===== config.mk =====
export PLATFORM = sky130hd
export DESIGN_NAME = clint_trap_ctrl
export DESIGN_NICKNAME = d
export VERILOG_FILES = /design/src/rtl/clint_trap_ctrl_pkg.sv /design/src/rtl/clint_trap_ctrl.sv
export SDC_FILE = /design/constraint.sdc
export NUM_CORES = 1
export LEC_CHECK = 0
export ABC_AREA = 1
export BUFFER_PORTS_ARGS = -buffer_cell sky130_fd_sc_hd__buf_2
export CORE_AREA = 8 8 151 153
export DETAILED_ROUTE_END_ITERATION = 8
export DIE_AREA = 0 0 159 161
export HOLD_SLACK_MARGIN = 0.02
export PLACE_DENSITY = 0.61
export SYNTH_ARGS = -nofsm -noshare
export SYNTH_HDL_FRONTEND = slang
export SYNTH_SLANG_ARGS = --single-unit

===== constraint.sdc =====
create_clock -name clk -period 1.3 [get_ports clk]
set_input_delay 0.13 -clock clk [delete_from_list [all_inputs] [get_ports clk]]
set_output_delay 0.13 -clock clk [all_outputs]
set_load 0.02 [all_outputs]

===== src/rtl/clint_trap_ctrl_pkg.sv =====
// ----------------------------------------------------------------------------
// clint_trap_ctrl_pkg
//
// Constants shared by the CLINT-side trap sequencer:
//   - machine-mode CSR addresses written or read by the sequencer
//   - mcause values for the machine timer interrupt and M-mode ECALL
//   - mstatus bit positions touched by trap entry / MRET
//   - sequencer state encoding
// ----------------------------------------------------------------------------
package clint_trap_ctrl_pkg;

    // CSR addresses
    localparam logic [11:0] ADDR_MSTATUS = 12'h300;
    localparam logic [11:0] ADDR_MTVEC   = 12'h305;
    localparam logic [11:0] ADDR_MEPC    = 12'h341;
    localparam logic [11:0] ADDR_MCAUSE  = 12'h342;

    // mcause values (bit 63 set marks an interrupt)
    localparam logic [63:0] MCAUSE_MTI   = 64'h8000_0000_0000_0007;
    localparam logic [63:0] MCAUSE_ECALL = 64'd11;

    // mstatus bit indices
    localparam int MSTATUS_MIE     = 3;
    localparam int MSTATUS_MPIE    = 7;
    localparam int MSTATUS_MPP_LO  = 11;
    localparam int MSTATUS_MPP_HI  = 12;

    // mtvec mode field value selecting vectored interrupts
    localparam logic [1:0] MTVEC_MODE_VECTORED = 2'b01;

    // Sequencer states
    typedef enum logic [2:0] {
        ST_IDLE      = 3'd0,
        ST_W_MEPC    = 3'd1,
        ST_W_MCAUSE  = 3'd2,
        ST_W_MSTATUS = 3'd3,
        ST_R_MSTATUS = 3'd4,
        ST_JUMP      = 3'd5
    } trap_state_e;

endpackage : clint_trap_ctrl_pkg


===== src/rtl/clint_trap_ctrl.sv =====
// ----------------------------------------------------------------------------
// clint_trap_ctrl
//
// Machine-mode trap sequencer sitting on the CLINT write port of the CSR
// file. It is the only driver of clint_csr_wen/waddr/wdata.
//
// At instruction commit it accepts a machine timer interrupt, an ECALL or an
// MRET (priority in that order). A trap writes mepc, mcause and mstatus one
// CSR per cycle, then redirects fetch to the trap vector. An MRET rewrites
// mstatus and redirects fetch to mepc. The pipeline is stalled from the
// trigger cycle up to and including the redirect cycle.
//
// A CPU CSR write has priority in the CSR file; while cpu_csr_wen_i is high
// in a write state the sequencer holds its state and retries next cycle.
//
// Optional build macro:
//   CLINT_VECTORED_EN - when defined, interrupts with mtvec[1:0]==2'b01 jump
//                       to base + 4*cause[62:0]; exceptions still go to base.
//                       When undefined, direct mode only (mtvec[1:0] ignored).
//
// Ports:
//   clk, rst_n          clock, synchronous active-low reset
//   inst_valid_i        instruction commits this cycle
//   pc_i                PC of the committing instruction
//   ecall_i, mret_i     committing instruction is ECALL / MRET
//   cpu_csr_wen_i       CPU writes a CSR this cycle (wins the CSR file port)
//   csr_mtvec_i         current mtvec
//   csr_mepc_i          current mepc
//   csr_mstatus_i       current mstatus
//   global_int_en_i     mstatus.MIE
//   mtime_int_en_i      mie.MTIE
//   mtime_int_pend_i    mip.MTIP
//   clint_csr_wen_o     CSR write strobe
//   clint_csr_waddr_o   CSR write address
//   clint_csr_wdata_o   CSR write data (0 when no write)
//   stall_o             hold the pipeline
//   trap_jump_o         one-cycle fetch redirect strobe
//   trap_pc_o           redirect target (0 when no redirect)
// ----------------------------------------------------------------------------
module clint_trap_ctrl
    import clint_trap_ctrl_pkg::*;
#(
    parameter int              XLEN        = 64,
    parameter logic [XLEN-1:0] CAUSE_MTI   = MCAUSE_MTI,
    parameter logic [XLEN-1:0] CAUSE_ECALL = MCAUSE_ECALL
) (
    input  logic            clk,
    input  logic            rst_n,
    input  logic            inst_valid_i,
    input  logic [XLEN-1:0] pc_i,
    input  logic            ecall_i,
    input  logic            mret_i,
    input  logic            cpu_csr_wen_i,
    input  logic [XLEN-1:0] csr_mtvec_i,
    input  logic [XLEN-1:0] csr_mepc_i,
    input  logic [XLEN-1:0] csr_mstatus_i,
    input  logic            global_int_en_i,
    input  logic            mtime_int_en_i,
    input  logic            mtime_int_pend_i,
    output logic            clint_csr_wen_o,
    output logic [11:0]     clint_csr_waddr_o,
    output logic [XLEN-1:0] clint_csr_wdata_o,
    output logic            stall_o,
    output logic            trap_jump_o,
    output logic [XLEN-1:0] trap_pc_o
);

    // ------------------------------------------------------------------
    // mstatus updates
    // ------------------------------------------------------------------

    // Trap entry: MPIE <- MIE, MIE <- 0, MPP <- M.
    function automatic logic [XLEN-1:0] mstatus_on_trap(input logic [XLEN-1:0] s);
        logic [XLEN-1:0] r;
        r                                 = s;
        r[MSTATUS_MPIE]                   = s[MSTATUS_MIE];
        r[MSTATUS_MIE]                    = 1'b0;
        r[MSTATUS_MPP_HI:MSTATUS_MPP_LO]  = 2'b11;
        return r;
    endfunction

    // MRET: MIE <- MPIE, MPIE <- 1, MPP stays at M (only M-mode exists).
    function automatic logic [XLEN-1:0] mstatus_on_mret(input logic [XLEN-1:0] s);
        logic [XLEN-1:0] r;
        r                                 = s;
        r[MSTATUS_MIE]                    = s[MSTATUS_MPIE];
        r[MSTATUS_MPIE]                   = 1'b1;
        r[MSTATUS_MPP_HI:MSTATUS_MPP_LO]  = 2'b11;
        return r;
    endfunction

    // ------------------------------------------------------------------
    // State
    // ------------------------------------------------------------------
    trap_state_e     state_q,   state_d;
    logic [XLEN-1:0] pc_q,      pc_d;
    logic [XLEN-1:0] cause_q,   cause_d;
    logic            is_mret_q, is_mret_d;

    logic            irq_take;
    logic [XLEN-1:0] trap_base;
    logic [XLEN-1:0] trap_target;

    assign irq_take  = global_int_en_i & mtime_int_en_i & mtime_int_pend_i;
    assign trap_base = {csr_mtvec_i[XLEN-1:2], 2'b00};

`ifdef CLINT_VECTORED_EN
    // Interrupts jump into the vector table slot indexed by the cause code.
    always_comb begin
        trap_target = trap_base;
        if (csr_mtvec_i[1:0] == MTVEC_MODE_VECTORED && cause_q[XLEN-1]) begin
            trap_target = trap_base + {cause_q[XLEN-3:0], 2'b00};
        end
    end
`else
    // Direct mode only: the mode field of mtvec has no effect.
    logic unused_mtvec_mode;
    assign unused_mtvec_mode = ^csr_mtvec_i[1:0];
    assign trap_target       = trap_base;
`endif

    // ------------------------------------------------------------------
    // State register
    // ------------------------------------------------------------------
    always_ff @(posedge clk) begin
        if (!rst_n) begin
            state_q   <= ST_IDLE;
            pc_q      <= '0;
            cause_q   <= '0;
            is_mret_q <= 1'b0;
        end else begin
            state_q   <= state_d;
            pc_q      <= pc_d;
            cause_q   <= cause_d;
            is_mret_q <= is_mret_d;
        end
    end

    // ------------------------------------------------------------------
    // Next state and outputs
    // ------------------------------------------------------------------
    always_comb begin
        state_d           = state_q;
        pc_d              = pc_q;
        cause_d           = cause_q;
        is_mret_d         = is_mret_q;
        clint_csr_wen_o   = 1'b0;
        clint_csr_waddr_o = 12'h000;
        clint_csr_wdata_o = '0;
        stall_o           = 1'b0;
        trap_jump_o       = 1'b0;
        trap_pc_o         = '0;

        unique case (state_q)
            ST_IDLE: begin
                // Triggers only count with a committing instruction; the
                // stall has to be raised in this same cycle so the
                // captured instruction does not retire.
                if (inst_valid_i) begin
                    if (irq_take) begin
                        pc_d      = pc_i;
                        cause_d   = CAUSE_MTI;
                        is_mret_d = 1'b0;
                        state_d   = ST_W_MEPC;
                        stall_o   = 1'b1;
                    end else if (ecall_i) begin
                        pc_d      = pc_i;
                        cause_d   = CAUSE_ECALL;
                        is_mret_d = 1'b0;
                        state_d   = ST_W_MEPC;
                        stall_o   = 1'b1;
                    end else if (mret_i) begin
                        is_mret_d = 1'b1;
                        state_d   = ST_R_MSTATUS;
                        stall_o   = 1'b1;
                    end
                end
            end

            ST_W_MEPC: begin
                stall_o = 1'b1;
                if (!cpu_csr_wen_i) begin
                    clint_csr_wen_o   = 1'b1;
                    clint_csr_waddr_o = ADDR_MEPC;
                    clint_csr_wdata_o = pc_q;
                    state_d           = ST_W_MCAUSE;
                end
            end

            ST_W_MCAUSE: begin
                stall_o = 1'b1;
                if (!cpu_csr_wen_i) begin
                    clint_csr_wen_o   = 1'b1;
                    clint_csr_waddr_o = ADDR_MCAUSE;
                    clint_csr_wdata_o = cause_q;
                    state_d           = ST_W_MSTATUS;
                end
            end

            ST_W_MSTATUS: begin
                // mstatus is sampled now, so earlier CPU writes are kept.
                stall_o = 1'b1;
                if (!cpu_csr_wen_i) begin
                    clint_csr_wen_o   = 1'b1;
                    clint_csr_waddr_o = ADDR_MSTATUS;
                    clint_csr_wdata_o = mstatus_on_trap(csr_mstatus_i);
                    state_d           = ST_JUMP;
                end
            end

            ST_R_MSTATUS: begin
                stall_o = 1'b1;
                if (!cpu_csr_wen_i) begin
                    clint_csr_wen_o   = 1'b1;
                    clint_csr_waddr_o = ADDR_MSTATUS;
                    clint_csr_wdata_o = mstatus_on_mret(csr_mstatus_i);
                    state_d           = ST_JUMP;
                end
            end

            ST_JUMP: begin
                stall_o     = 1'b1;
                trap_jump_o = 1'b1;
                trap_pc_o   = is_mret_q ? csr_mepc_i : trap_target;
                state_d     = ST_IDLE;
            end

            default: begin
                state_d = ST_IDLE;
            end
        endcase

        // While reset is asserted every output is quiet, even though the
        // state register only clears on the next edge.
        if (!rst_n) begin
            clint_csr_wen_o   = 1'b0;
            clint_csr_waddr_o = 12'h000;
            clint_csr_wdata_o = '0;
            stall_o           = 1'b0;
            trap_jump_o       = 1'b0;
            trap_pc_o         = '0;
        end
    end

endmodule : clint_trap_ctrl


==> metrics.md <==
| Metric | Value |
|---|---|
| Final Slew Violations | `0` |
| Gpl congestion | `approximately 0.86` |
| Worst Path Required | `~1.2 ns` |
| Worst Skew | `between 0.007 and 0.008 ns` |
| Maxcap violations | `0` |
| Static Leak | `5.45 nW` |
| Hold crit path type | `in2reg` |
| Count of cell types in the netlist | `27` |
| PwrDens | `around 1300 mW/mm^2` |
| Setup Crit Path Kind | `reg2out` |
| Worst Path Arrival | `~1.8 ns` |
| Die ar. | `roughly 0.026 sq mm` |
| Share of the synthesized area in the top cell type | `0.259` |
| GRT Residual Overflow | `0` |
| I/O pins | `408` |
| FFs w/ async S/R, synth | `0` |
| Most frequent cells in the layout | `buf_2 (259), nand2_1 (206), buf_6 (135)` |
| Area grow syn2layout | `109%` |
| Synth Cell Area | `between 0.005 and 0.006 sq mm` |
| Ys Warns | `0` |
| Failing checks | `setup timing` |
| Seq/Total Area, Yosys | `0.259` |
| Switch Pwr | `between 6 and 7 mW` |
| Leading area contributor after synthesis | `dfxtp_1` |
| Most Frequent Cell on Critical Path | `buf_6` |
| First-pass GRT wire length | `roughly 40,000 um` |
| Syn avg cell area | `6.39 sq um` |
| Share of cells above drive strength 1 | `0.664` |
| FF+latch count, synth | `71` |
| Period minus WS final | `1.91 ns` |
| DRC Markers | `0` |
| Vias in the first global route | `7,130` |
| Clk sinks | `71` |
| FP Rows | `53` |
| Final HPWL DP | `a little under 20,000 um` |
| Inserted Clock Buffers | `9` |
| Chip Height | `roughly 160 um` |
| Critical path, cell by cell | `inv_4 > buf_6 > nand3_4 > nor2_4 > inv_6 > clkbuf_16 > o21ai_2 > nand2_1 > inv_2 > buf_6` |
| Routed wire per std cell | `approximately 18 um` |
| Dpl cell area | `around 0.0086 sq mm` |
| Overall Global Routing Usage | `0.199` |
| Top delay family on crit path | `buffers and inverters` |
| H-tree lvl count | `3` |
| Clock share of power | `0.164` |
| Die Width | `about 160 um` |
| Vias/cell | `approximately 4.6` |
| Status | `finished, violations left` |
| Startpoint types | `flip-flop` |
| I/O Buffers | `396` |
| Maximum number of pins on one net before global-route repair | `62` |
| Cell-internal power | `about 8.4 mW` |
| # setup viols final | `between 200 and 250` |
| Maximum vdd ir drop | `roughly 0.88 mV` |
| CTS tree | `done` |
| Nets | `between 1,500 and 2,000` |
| Post-route cell area | `~0.011 sq mm` |
| Sequential power share | `0.200` |
| Root Driver | `clkbuf_16` |
| Final wirelength | `28,700 um` |
| Final total power | `around 15 mW` |
| Final period util | `1.47` |
| CP max FO | `12` |
| Initial drt markers | `~380` |
| CP endpoint kind | `output pin` |
| Post-synth EDFFs | `0` |
| Largest cells by area after synthesis | `dfxtp_1 (26%), nand2_1 (15%), a21oi_1 (11%), inv_1 (9.0%), nand2_4 (8.2%)` |
| Critical path buffers and inverters | `6` |
| Top FF cell, synth | `dfxtp_1` |
| Slowest-stage cell, CP | `dfxtp_4` |
| Final Hold Viols | `0` |
| DRT antenna net count | `0` |
| Most common cell after layout, fill and taps aside | `buf_2` |
| Fmax | `~0.52 GHz` |
| Gate power share | `0.637` |
| Drt pass-1 iters | `7` |
| Core area | `0.0206 sq mm` |
| CP max stage delay | `0.37 ns` |
| Clock transition at the registers of the reported paths | `approximately 0.060 ns` |
| Clk_lat worst skew | `around 0.33 ns` |
| Max Root-Sink Buffers | `2` |
| RSZ-0062 raised after global routing | `yes` |
| Initial antenna violation count | `6` |
| Initial Util | `0.267` |
| Vias post-DR | `7,232` |
| Synthesized instance count | `860` |
| PnR worst setup slack | `-0.615 ns` |
| Switching part of the total | `0.436` |
## routing by layer
metal,wire length [um],share of wire,vias to the layer above,global-route usage
met5,13,0.00045,-,0
li1,-,-,3559,-
met4,481,0.017,2,0.0562
met2,15400,0.54,265,0.368
met3,1820,0.063,26,0.0550
met1,11000,0.38,3380,0.220
## per-stage QoR
step                TNS, ns  cells  utilization  hold slack [ns]  worst slack (ns)
floorplan            -10.19    866            -            0.276            -0.165
global placement     -36.21   1516        0.417            0.366            -0.268
detailed placement   -38.08   1516        0.417            0.371            -0.271
CTS                  -92.53   1560        0.516           0.0360            -0.599
global route        -116.00   1580        0.558           0.0465            -0.722
finish              -100.93   1580        0.558           0.0478            -0.615
## logic make-up (layout without fill, tap and decap cells)
| logic type | count (synthesis) | count (layout) | synth area share |
|---|---|---|---|
| other | 1 | 11 | 0.000683 |
| buffers and inverters | 210 | 642 | 0.185 |
| flip-flops | 71 | 71 | 0.259 |
| AND/OR/NAND/NOR | 316 | 319 | 0.281 |
| AO/OA/AOI/OAI | 262 | 262 | 0.274 |
## what timing repair did
action                                  4_1_cts  5_1_grt
hold endpoints to repair                      2        0
buffers inserted                             15        6
hold buffers                                  2        0
endpoints found under the setup margin      207      207
pin swaps                                    14       49
cloned                                       15       13
gates resized for setup                     358      137
## flip-flops by register name, indices dropped and copies added, names as in the netlist
name,cells
cause_q,3
is_mret_q,1
state_q,3
pc_q,64
## power groups by stage
stage,clock network (mW),logic [mW],registers [mW]
after floorplan,0,4.57,2.93
after global placement,0,6.29,2.98
final,2.44,9.48,2.98
after global routing,2.61,10.1,3.03
after CTS,2.52,8.25,2.97
after detailed placement,0,6.36,2.99
## cell usage after synthesis (12+ instances only)
cell	n
nand2_1	221
inv_1	132
a21oi_1	124
o21ai_1	73
dfxtp_1	71
o21ai_2	41
nand2_4	40
nor2_1	33
buf_2	22
clkbuf_1	20
o21ai_0	13
buf_6	12
## cell type report
cell class	count	area (sq um)
fill	1805	9080
multi-input combinational	588	4490
timing repair buffer	489	4370
sequential	71	1430
inverter	138	551
tap	275	344
clock buffer	10	229
clock inverter	5	60.1
antenna	4	10.0
## final timing paths
path                                               from                     to  slack [ns]  depth (start not counted)
worst max-delay path            state_q[1]$_SDFFE_PN0P_  clint_csr_wdata_o[29]       -0.61                         10
worst min register to register     pc_q[1]$_SDFFE_PN0P_   pc_q[1]$_SDFFE_PN0P_        0.45                          2
worst max register to register  state_q[0]$_SDFFE_PN0P_  pc_q[40]$_SDFFE_PN0P_       -0.49                          9
worst min-delay path                            pc_i[8]   pc_q[8]$_SDFFE_PN0P_        0.05                          3
## worst reg2reg max path, cell delays in order (launching register included)
cell,delay [ns]
dfxtp_4,0.38
buf_6,0.14
nor2_4,0.17
nand2_2,0.11
nor2_4,0.18
buf_12,0.13
nand2_8,0.11
buf_12,0.19
buf_16,0.14
a21oi_1,0.16
(Power assumes the default switching activity.)
